`src/rtl/arm_dp_execute_if.sv`:
```
// Operand/result handshake bundle for the ARM data-processing execute stage.
// master = upstream/downstream side, slave = the execute stage itself.
interface arm_dp_execute_if;
  logic        in_valid;
  logic        in_ready;
  logic [31:0] inst;
  logic [31:0] rn_data;
  logic [31:0] operand2;
  logic        potential_cout;
  logic        out_valid;
  logic        out_ready;
  logic [31:0] out_result;
  logic [3:0]  out_rd;
  logic        out_wr_en;
  logic [31:0] cpsr;

  modport master (
    output in_valid, inst, rn_data, operand2, potential_cout, out_ready,
    input  in_ready, out_valid, out_result, out_rd, out_wr_en, cpsr
  );

  modport slave (
    input  in_valid, inst, rn_data, operand2, potential_cout, out_ready,
    output in_ready, out_valid, out_result, out_rd, out_wr_en, cpsr
  );
endinterface

```
`src/rtl/arm_dp_execute.sv`:
```
// ARM data-processing execute stage: 16-opcode ALU, NZCV flags, one-deep output register.
// Define ARM_EXEC_COND_EN to evaluate inst[31:28] condition codes; otherwise every instruction runs as AL.
module arm_dp_execute (
  input logic            clk,
  input logic            rst_b,
  arm_dp_execute_if.slave bus
);
  localparam logic [3:0] OP_AND = 4'h0, OP_EOR = 4'h1, OP_SUB = 4'h2, OP_RSB = 4'h3;
  localparam logic [3:0] OP_ADD = 4'h4, OP_ADC = 4'h5, OP_SBC = 4'h6, OP_RSC = 4'h7;
  localparam logic [3:0] OP_TST = 4'h8, OP_TEQ = 4'h9, OP_CMP = 4'hA, OP_CMN = 4'hB;
  localparam logic [3:0] OP_ORR = 4'hC, OP_MOV = 4'hD, OP_BIC = 4'hE, OP_MVN = 4'hF;
  localparam logic [27:0] CPSR_LOW = 28'h0000010;

  logic [3:0]  opcode;
  logic        s_bit;
  logic        accept;
  logic        cond_pass;
  logic        is_arith;
  logic        is_test;
  logic        carry_in;
  logic [31:0] add_a;
  logic [31:0] add_b;
  logic [32:0] sum;
  logic        add_ovf;
  logic [31:0] logic_result;
  logic [31:0] alu_result;
  logic [3:0]  next_nzcv;

  logic        valid_q;
  logic [31:0] result_q;
  logic [3:0]  rd_q;
  logic        wr_en_q;
  logic [3:0]  nzcv;

  assign opcode = bus.inst[24:21];
  assign s_bit  = bus.inst[20];
  assign is_test = (opcode[3:2] == 2'b10);

  assign bus.in_ready = !valid_q || bus.out_ready;
  assign accept       = bus.in_valid && bus.in_ready;

  // Subtractions feed the inverted operand to a shared 33-bit adder so carry-out is NOT borrow.
  always_comb begin
    add_a        = bus.rn_data;
    add_b        = bus.operand2;
    carry_in     = 1'b0;
    is_arith     = 1'b1;
    logic_result = 32'h0;
    case (opcode)
      OP_SUB, OP_CMP: begin add_b = ~bus.operand2; carry_in = 1'b1; end
      OP_RSB:         begin add_a = bus.operand2; add_b = ~bus.rn_data; carry_in = 1'b1; end
      OP_ADD, OP_CMN: carry_in = 1'b0;
      OP_ADC:         carry_in = nzcv[1];
      OP_SBC:         begin add_b = ~bus.operand2; carry_in = nzcv[1]; end
      OP_RSC:         begin add_a = bus.operand2; add_b = ~bus.rn_data; carry_in = nzcv[1]; end
      OP_AND, OP_TST: begin is_arith = 1'b0; logic_result = bus.rn_data & bus.operand2; end
      OP_EOR, OP_TEQ: begin is_arith = 1'b0; logic_result = bus.rn_data ^ bus.operand2; end
      OP_ORR:         begin is_arith = 1'b0; logic_result = bus.rn_data | bus.operand2; end
      OP_MOV:         begin is_arith = 1'b0; logic_result = bus.operand2; end
      OP_BIC:         begin is_arith = 1'b0; logic_result = bus.rn_data & ~bus.operand2; end
      OP_MVN:         begin is_arith = 1'b0; logic_result = ~bus.operand2; end
      default:        is_arith = 1'b1;
    endcase
  end

  assign sum        = {1'b0, add_a} + {1'b0, add_b} + {32'h0, carry_in};
  assign add_ovf    = (add_a[31] == add_b[31]) && (sum[31] != add_a[31]);
  assign alu_result = is_arith ? sum[31:0] : logic_result;

  // Logical ops take C from the shifter and keep the old V.
  assign next_nzcv = {alu_result[31],
                      (alu_result == 32'h0),
                      is_arith ? sum[32] : bus.potential_cout,
                      is_arith ? add_ovf : nzcv[0]};

`ifdef ARM_EXEC_COND_EN
  always_comb begin
    cond_pass = 1'b0;
    case (bus.inst[31:28])
      4'h0: cond_pass = nzcv[2];
      4'h1: cond_pass = !nzcv[2];
      4'h2: cond_pass = nzcv[1];
      4'h3: cond_pass = !nzcv[1];
      4'h4: cond_pass = nzcv[3];
      4'h5: cond_pass = !nzcv[3];
      4'h6: cond_pass = nzcv[0];
      4'h7: cond_pass = !nzcv[0];
      4'h8: cond_pass = nzcv[1] && !nzcv[2];
      4'h9: cond_pass = !nzcv[1] || nzcv[2];
      4'hA: cond_pass = (nzcv[3] == nzcv[0]);
      4'hB: cond_pass = (nzcv[3] != nzcv[0]);
      4'hC: cond_pass = !nzcv[2] && (nzcv[3] == nzcv[0]);
      4'hD: cond_pass = nzcv[2] || (nzcv[3] != nzcv[0]);
      4'hE: cond_pass = 1'b1;
      default: cond_pass = 1'b0;
    endcase
  end
`else
  assign cond_pass = 1'b1;
`endif

  always_ff @(posedge clk or negedge rst_b) begin
    if (!rst_b) begin
      valid_q  <= 1'b0;
      result_q <= 32'h0;
      rd_q     <= 4'h0;
      wr_en_q  <= 1'b0;
      nzcv     <= 4'h0;
    end else if (accept) begin
      valid_q  <= 1'b1;
      result_q <= alu_result;
      rd_q     <= bus.inst[15:12];
      wr_en_q  <= cond_pass && !is_test;
      if (s_bit && cond_pass)
        nzcv <= next_nzcv;
    end else if (bus.out_ready) begin
      valid_q <= 1'b0;
    end
  end

  assign bus.out_valid  = valid_q;
  assign bus.out_result = result_q;
  assign bus.out_rd     = rd_q;
  assign bus.out_wr_en  = wr_en_q;
  assign bus.cpsr       = {nzcv, CPSR_LOW};
endmodule

```
`src/flat_wrapper.sv`:
```
// flat-port wrapper written by rule: the top's interface ports become plain ports
module arm_dp_execute_flat 
  (clk, rst_b, bus_in_valid, bus_inst, bus_rn_data, bus_operand2, bus_potential_cout, bus_out_ready, bus_in_ready, bus_out_valid, bus_out_result, bus_out_rd, bus_out_wr_en, bus_cpsr);
  arm_dp_execute_if bus_i ();
  input logic clk;
  input logic rst_b;
  input wire logic [$bits(bus_i.in_valid)-1:0] bus_in_valid;
  input wire logic [$bits(bus_i.inst)-1:0] bus_inst;
  input wire logic [$bits(bus_i.rn_data)-1:0] bus_rn_data;
  input wire logic [$bits(bus_i.operand2)-1:0] bus_operand2;
  input wire logic [$bits(bus_i.potential_cout)-1:0] bus_potential_cout;
  input wire logic [$bits(bus_i.out_ready)-1:0] bus_out_ready;
  output wire logic [$bits(bus_i.in_ready)-1:0] bus_in_ready;
  output wire logic [$bits(bus_i.out_valid)-1:0] bus_out_valid;
  output wire logic [$bits(bus_i.out_result)-1:0] bus_out_result;
  output wire logic [$bits(bus_i.out_rd)-1:0] bus_out_rd;
  output wire logic [$bits(bus_i.out_wr_en)-1:0] bus_out_wr_en;
  output wire logic [$bits(bus_i.cpsr)-1:0] bus_cpsr;
  assign bus_i.in_valid = bus_in_valid;
  assign bus_i.inst = bus_inst;
  assign bus_i.rn_data = bus_rn_data;
  assign bus_i.operand2 = bus_operand2;
  assign bus_i.potential_cout = bus_potential_cout;
  assign bus_i.out_ready = bus_out_ready;
  assign bus_in_ready = bus_i.in_ready;
  assign bus_out_valid = bus_i.out_valid;
  assign bus_out_result = bus_i.out_result;
  assign bus_out_rd = bus_i.out_rd;
  assign bus_out_wr_en = bus_i.out_wr_en;
  assign bus_cpsr = bus_i.cpsr;
  arm_dp_execute u_core (.clk(clk), .rst_b(rst_b), .bus(bus_i));
endmodule
```
`config.mk`:
```
export PLATFORM = sky130hd
export DESIGN_NAME = arm_dp_execute_flat
export DESIGN_NICKNAME = d
export VERILOG_FILES = /design/src/rtl/arm_dp_execute_if.sv /design/src/rtl/arm_dp_execute.sv /design/src/flat_wrapper.sv
export SDC_FILE = /design/constraint.sdc
export NUM_CORES = 1
export LEC_CHECK = 0
export ABC_AREA = 1
export CAP_MARGIN = 20
export CORE_UTILIZATION = 55
export DETAILED_ROUTE_END_ITERATION = 8
export PLACE_DENSITY = 0.92
export SETUP_SLACK_MARGIN = 0.02
export SLEW_MARGIN = 25
export SYNTH_ARGS = -nofsm -noshare
export SYNTH_HDL_FRONTEND = slang
export SYNTH_SLANG_ARGS = --single-unit
```
`constraint.sdc`:
```
create_clock -name clk -period 7.16 [get_ports clk]
set_input_delay 1.432 -clock clk [delete_from_list [all_inputs] [get_ports clk]]
set_output_delay 1.432 -clock clk [all_outputs]
set_load 0.01 [all_outputs]
```
==> run metrics, run 1 <==
die area=~0.014 sq mm; Post-Syn Instances=between 1000 and 1500; fin crit share=78.6%; Post-Route Setup TNS=0 ns; maximum VDD drop=0.0912 mV; Max H-tree Level=2; fin nets=1535; Root Buffer Master=clkbuf_16; Place WS=1.67 ns; Vias=8840; final global-route overflow total=0; routed vias/inst=~5.7; CP cell instances=clkdlybuf4s50_1 -> nand2_2 -> o21ai_1 -> inv_2 -> nand3_1 -> fa_1 -> inv_1 -> fa_1 -> nand2_1 -> nand2_1 -> nand3b_1 -> nand2_1 -> nand2_1 -> nand2_1 -> nand2_1 -> nand2_1 -> nand2_1 -> nand3_1 -> nand2_1 -> nor2_1 -> nand2_1 -> nor2_1 -> nand3_1 -> nand2_1; Yosys warnings=0; placed insts=1534; Distinct cells, synth=37; Post-DP HPWL=approximately 19000 um; Clock Path Buffers=2; Max stage delay on crit path=0.54 ns; Worst-Skew Late Latency=~0.28 ns; GPL Wtd Cong=~1; Die Ht=117 um; Crit path max-delay family=simple AND/OR/NAND/NOR gates; DRT antenna net count=0; MaxCap Viol Count=0; antenna violations before repair=0; crit path capture type=flop; Power Density=157 mW/mm^2; global-route wire length before repair=38300 um; DRT iter0 DRCs=approximately 1100; I/O Pins=~170; core area=~0.013 sq mm; Die W=between 100 and 150 um; fillers=approximately 1200; Wirelength per Cell=between 15 and 20 um; Sink Count=42; Area contributors post-synth=nand2_1, dfrtp_1, ha_1; largest net degree at the start of global routing=65; CTS clock-pin slew for the worst setup and hold paths=roughly 0.060 ns; area leader, netlist=nand2_1; post-CTS resize count=0; Post-Syn Area=roughly 0.0073 sq mm; hold buffers post-CTS=0; Setup-failing EPs final=0; vias in the first global route=7848; post-synthesis mux area share=0%; Max Slew Vio Count=0; layout cells sized above 1=4.46%; drt first pass iters=6; Leak=4.41 nW; # Post-CTS Setup Buffers=0; worst slew pin tran=around 1.1 ns; P&R area growth vs syn=17.3%; Final Critical Period=around 5.6 ns; CP dominant cell by count=nand2_1; Slew HR=around 28%; # DRC=0; fmax=about 180 MHz; crit start category=primary input; Synth Area per Inst=about 5.7 sq um; largest family of logic cells by synthesized area=simple AND/OR/NAND/NOR gates; CTS Buf Count=5; Crit-path slowest cell=clkdlybuf4s50_1; Simple-Gate Fraction of Synth Area=35.9%; Adder-Cell Fraction of Synth Area=11.3%; Tot Pwr=between 1 and 1.5 mW; Rows=41; CP max FO=29; WP buf/inv=3; Hold Path Class=reg -> reg; CTS tree=done; final WL=between 20000 and 25000 um; critical path class=in -> reg; final core utilization=67.1%; Seq/Total Area, Yosys=14.4%; n_diodes=0; Overall Global Routing Usage=between 30 and 40%; post-route setup slack=~1.5 ns; post-synthesis compound-gate area fraction=approximately a fifth; starting density of the core=a little under three fifths; IO Port Bufs=120; Synth Area in XOR/XNOR=under 10%; CP required=approximately 7.4 ns; final hold violations=0; Synth top area share=20.7%; clock skew=around 0.0047 ns; final non-filler cell total=1541; run status=complete, no violations; RSZ-0062 raised after global routing=no; Critical Path AT=about 6 ns; #FFs+latches synth=42
[through the flow]
step	hold slack, ns	cell area, sq um
after floorplan	0.515	7400
after global placement	0.460	8440
after detailed placement	0.470	8440
after CTS	0.484	8570
after global routing	0.500	8570
final	0.480	8570
[worst min-delay path, stage by stage, from the launching register on]
cell and delay [ns]:
dfrtp_1 0.34, nand2_1 0.05, nand2_1 0.06
[sequential cells by signal, summed over array words and instances, names as in the netlist]
register	count
u_core.bus.out_result	32
u_core.bus.out_rd	4
u_core.nzcv	4
u_core.bus.out_valid	1
u_core.bus.out_wr_en	1
[routing by layer]
layer / wire, um / up-vias / global-route usage [%]
met5: 0 / - / 0
met4: 791 / 0 / 14.3
met3: 3120 / 69 / 7.83
met2: 10400 / 515 / 56.2
met1: 10100 / 3943 / 47.7
li1: - / 4313 / -
[logic make-up (layout without fill, tap and decap cells)]
logic type      count (synthesis)  count (layout)
flops                          42              42
buf+inv                       268             328
fa+ha+maj                      65              65
simple gates                  639             639
compound gates                258             258
other cells                     2              28
xor+xnor                        9               9
[cell usage after synthesis]
| cell type | instances |
|---|---|
| o41ai_1 | 2 |
| nand2_2 | 1 |
| xor2_1 | 8 |
| or2_2 | 3 |
| inv_2 | 4 |
| nor3_1 | 19 |
| a31o_2 | 31 |
| nand4_1 | 13 |
| buf_4 | 34 |
| nor4_1 | 5 |
| nand3b_1 | 14 |
| xnor2_1 | 1 |
| nand3_1 | 59 |
| nor2_1 | 118 |
| inv_1 | 187 |
| o21ai_1 | 3 |
| a31oi_1 | 23 |
| nand2_4 | 1 |
| o211ai_1 | 1 |
| fa_1 | 2 |
| dfrtp_1 | 42 |
| o2111ai_1 | 4 |
| nand2_1 | 402 |
| clkbuf_1 | 24 |
| o21ai_0 | 101 |
| nor2_2 | 3 |
| and2_1 | 1 |
| conb_1 | 2 |
| ha_1 | 63 |
| o22ai_1 | 38 |
| buf_2 | 10 |
| buf_6 | 4 |
| a21oi_1 | 42 |
| buf_1 | 5 |
| o221ai_1 | 1 |
| a211oi_1 | 7 |
| o21bai_1 | 5 |
[path summary, 6_finish.rpt]
path,from,end,slack [ns],cells past startpoint
min in group asynchronous,rst_b,u_core.nzcv[0]$_DFFE_PN0P_,1.27,1
max in group asynchronous,rst_b,u_core.bus.out_rd[2]$_DFFE_PN0P_,5.33,1
min reg2reg,u_core.bus.out_rd[3]$_DFFE_PN0P_,u_core.bus.out_rd[3]$_DFFE_PN0P_,0.48,2
max reg2reg,u_core.nzcv[1]$_DFFE_PN0P_,u_core.nzcv[2]$_DFFE_PN0P_,3.53,22
max,bus_inst[24],u_core.nzcv[2]$_DFFE_PN0P_,1.53,24
min,u_core.bus.out_rd[3]$_DFFE_PN0P_,u_core.bus.out_rd[3]$_DFFE_PN0P_,0.48,2
[power breakdown]
| part | total [mW] | leakage, nW | internal (mW) | switching (mW) |
|---|---|---|---|---|
| logic | 0.816 | 3.86 | 0.328 | 0.487 |
| clock network | 0.211 | 0.0640 | 0.127 | 0.0835 |
| registers | 0.319 | 0.494 | 0.289 | 0.0296 |
| total | 1.34 | 4.41 | 0.745 | 0.600 |
[final cells by class]
type,count,area [sq um],share of cell area (%)
clock buffer,7,133,1.55
inverter,191,717,8.36
multi-input combinational,999,5190,60.5
sequential,42,1050,12.3
tap,172,215,2.51
timing repair buffer,130,1270,14.8
[placed cells by master, fill, tap and decap left out, types with 5 or more instances in the layout]
cell / instances
nand3b_1: 14
a21oi_1: 42
o22ai_1: 38
inv_1: 187
xor2_1: 8
nand2_1: 402
nand4_1: 13
dfrtp_1: 42
o21bai_1: 5
conb_1: 28
buf_4: 10
nor2_1: 116
o21ai_0: 101
clkbuf_16: 5
nor4_1: 5
clkdlybuf4s50_1: 119
a31o_2: 31
nor3_1: 19
a211oi_1: 7
a31oi_1: 23
ha_1: 63
nand3_1: 59
(Power assumes the default switching activity.)
==> inputs of run 2 (changes only) <==
--- a/config.mk
+++ b/config.mk
@@ -7,9 +7,9 @@
 export LEC_CHECK = 0
 export ABC_AREA = 1
 export CAP_MARGIN = 20
-export CORE_UTILIZATION = 55
+export CORE_UTILIZATION = 47
 export DETAILED_ROUTE_END_ITERATION = 8
-export PLACE_DENSITY = 0.92
+export PLACE_DENSITY = 0.84
 export SETUP_SLACK_MARGIN = 0.02
 export SLEW_MARGIN = 25
 export SYNTH_ARGS = -nofsm -noshare
==> constraint.sdc (replaced) <==
create_clock -name clk -period 4.65 [get_ports clk]
set_input_delay 0.93 -clock clk [delete_from_list [all_inputs] [get_ports clk]]
set_output_delay 0.93 -clock clk [all_outputs]
set_load 0.01 [all_outputs]
==> run metrics, run 2 (synthesis results as in run 1) <==
crit path capture type=flop; Vias=around 8900; I/O Pins=172; DRT antenna net count=0; max FFs per register=32; GPL Wtd Cong=around 1; Leak=roughly 4.6 nW; Int Pwr=approximately 1.2 mW; global-route wire length before repair=between 30000 and 40000 um; largest net degree at the start of global routing=48; most common cell after layout, fill and taps aside=nand2_1; worst slew pin tran=around 1.1 ns; most frequent cells in the layout=nand2_1, inv_1, clkdlybuf4s50_1, nor2_1, o21ai_0; P&R area growth vs syn=21.2%; layout cells sized above 1=approximately 6.5%; Combinational Power Share=between 60 and 70%; fillers=about 1500; worst reg2reg path endpoint=u_core.nzcv[2]$_DFFE_PN0P_; Post-DP HPWL=just under 20000 um; Max H-tree Level=2; post-route cell area=0.00886 sq mm; Post-Route Setup TNS=0 ns; Worst-Skew Late Latency=roughly 0.28 ns; IO Port Bufs=120; Hold WS=between 0.4 and 0.5 ns; CP required=around 4.9 ns; hold buffers post-CTS=0; Die Ht=~130 um; placed cell areas=a little under 0.009 sq mm; Switching Share=between 40% and 50%; fmax=239 MHz; Sink Count=42; Rows=45; footprint of the multi-input gates=~0.0052 sq mm; fin crit share=~90%; Overall Global Routing Usage=30.7%; vias in the first global route=7521; Critical Path AT=between 4 and 5 ns; Final Critical Period=4.18 ns; Slew HR=approximately 29%; RSZ-0062 raised after global routing=no; final global-route overflow total=0; # Post-CTS Setup Buffers=0; min-delay src=u_core.bus.out_rd[2]$_DFFE_PN0P_; reg2reg setup slack=1.46 ns; clock share of power=between 10% and 20%; FF/Latch Area=around 0.0011 sq mm; final core utilization=about 58%; Wirelength per Cell=15.7 um; CTS clock-pin slew for the worst setup and hold paths=0.06 ns; path depth of the worst reg2reg path=20; n_diodes=0; Sw Pwr=roughly 0.93 mW; critical path class=in -> reg; die area=approximately 0.016 sq mm; worst hold stages=2; Setup-failing EPs final=0; Hold Path Class=reg -> reg; Reg power frac=22.8%; starting density of the core=between 40% and 50%; core area=about 0.015 sq mm; Clock Path Buffers=2; maximum VDD drop=roughly 0.16 mV; Power Density=roughly 240 mW/mm^2; fin nets=~1600; drt first pass iters=6; routed vias/inst=5.60; run status=complete, no violations; Worst R2R Start=u_core.nzcv[1]$_DFFE_PN0P_; CTS tree=done; antenna violations before repair=0; clock skew=approximately 0.0024 ns; Root Buffer Master=clkbuf_16; CP max FO=8; DRT iter0 DRCs=~1000; MaxCap Viol Count=0; Hold Path End=u_core.bus.out_rd[2]$_DFFE_PN0P_; Tot Pwr=2.13 mW; Die W=around 130 um; Max Slew Vio Count=0; final hold violations=0; CTS Buf Count=5; crit start category=primary input; final WL=around 25000 um; # DRC=0
==> run 2: stage by stage <==
step,cells,worst slack [ns]
after floorplan,1309,0.845
after global routing,1586,0.151
after detailed placement,1578,0.108
after global placement,1578,0.157
final,1586,0.469
after CTS,1586,0.396
==> run 2: worst max path at each step <==
stage,cells past startpoint,from,to
after floorplan,23,bus_inst[23],u_core.nzcv[2]$_DFFE_PN0P_
after global routing,24,bus_inst[24],u_core.nzcv[2]$_DFFE_PN0P_
after detailed placement,23,bus_inst[21],u_core.nzcv[2]$_DFFE_PN0P_
after global placement,21,bus_inst[21],u_core.nzcv[2]$_DFFE_PN0P_
after CTS,23,bus_inst[21],u_core.nzcv[2]$_DFFE_PN0P_
final,26,bus_inst[23],u_core.nzcv[2]$_DFFE_PN0P_
==> run 2: cell type report <==
| cell class | count | share of cell area, % |
|---|---|---|
| repair buffers | 158 | 17.2 |
| flip-flops and latches | 42 | 11.9 |
| well taps | 188 | 2.66 |
| multi-input cells | 999 | 58.6 |
| clock inverters | 1 | 0.0565 |
| clock buffers | 7 | 1.61 |
| inverters | 191 | 8.10 |
==> run 2: per-layer routing <==
metal  GRT usage (%)  part of all wire, %
met5               0                    0
met4            10.4                  2.9
met3            5.65                   11
met2            47.5                   43
met1            42.9                   43
==> run 2: critical path, cell delays in order <==
cell and delay (ns):
clkdlybuf4s50_1 0.51, nand2_2 0.09, inv_2 0.08, nor2_1 0.05, inv_2 0.14, o22ai_1 0.09
a31oi_1 0.20, fa_1 0.21, inv_1 0.07, fa_1 0.44, nand2_1 0.11, nand2_1 0.08
nand3b_1 0.08, nand2_1 0.13, nand2_1 0.12, nand2_1 0.08, buf_4 0.15, nand2_1 0.16
nand3_1 0.10, nand3_1 0.14, nand2_1 0.06, nor2_1 0.10, nand2_1 0.05, nor2_1 0.08
nand3_1 0.08, nand2_1 0.06
==> run 2: power by group through the flow <==
stage,clock network [mW],registers (mW),logic (mW)
floorplan,0,0.529,0.720
global placement,0,0.490,1.25
detailed placement,0,0.493,1.27
CTS,0.350,0.487,1.28
global route,0.369,0.496,1.43
finish,0.347,0.487,1.30
==> run 2: what timing repair did <==
action                     in CTS  in global routing
hold endpoints to repair        0                  0
gates resized for setup         0                  4
setup endpoints to repair       0                  1
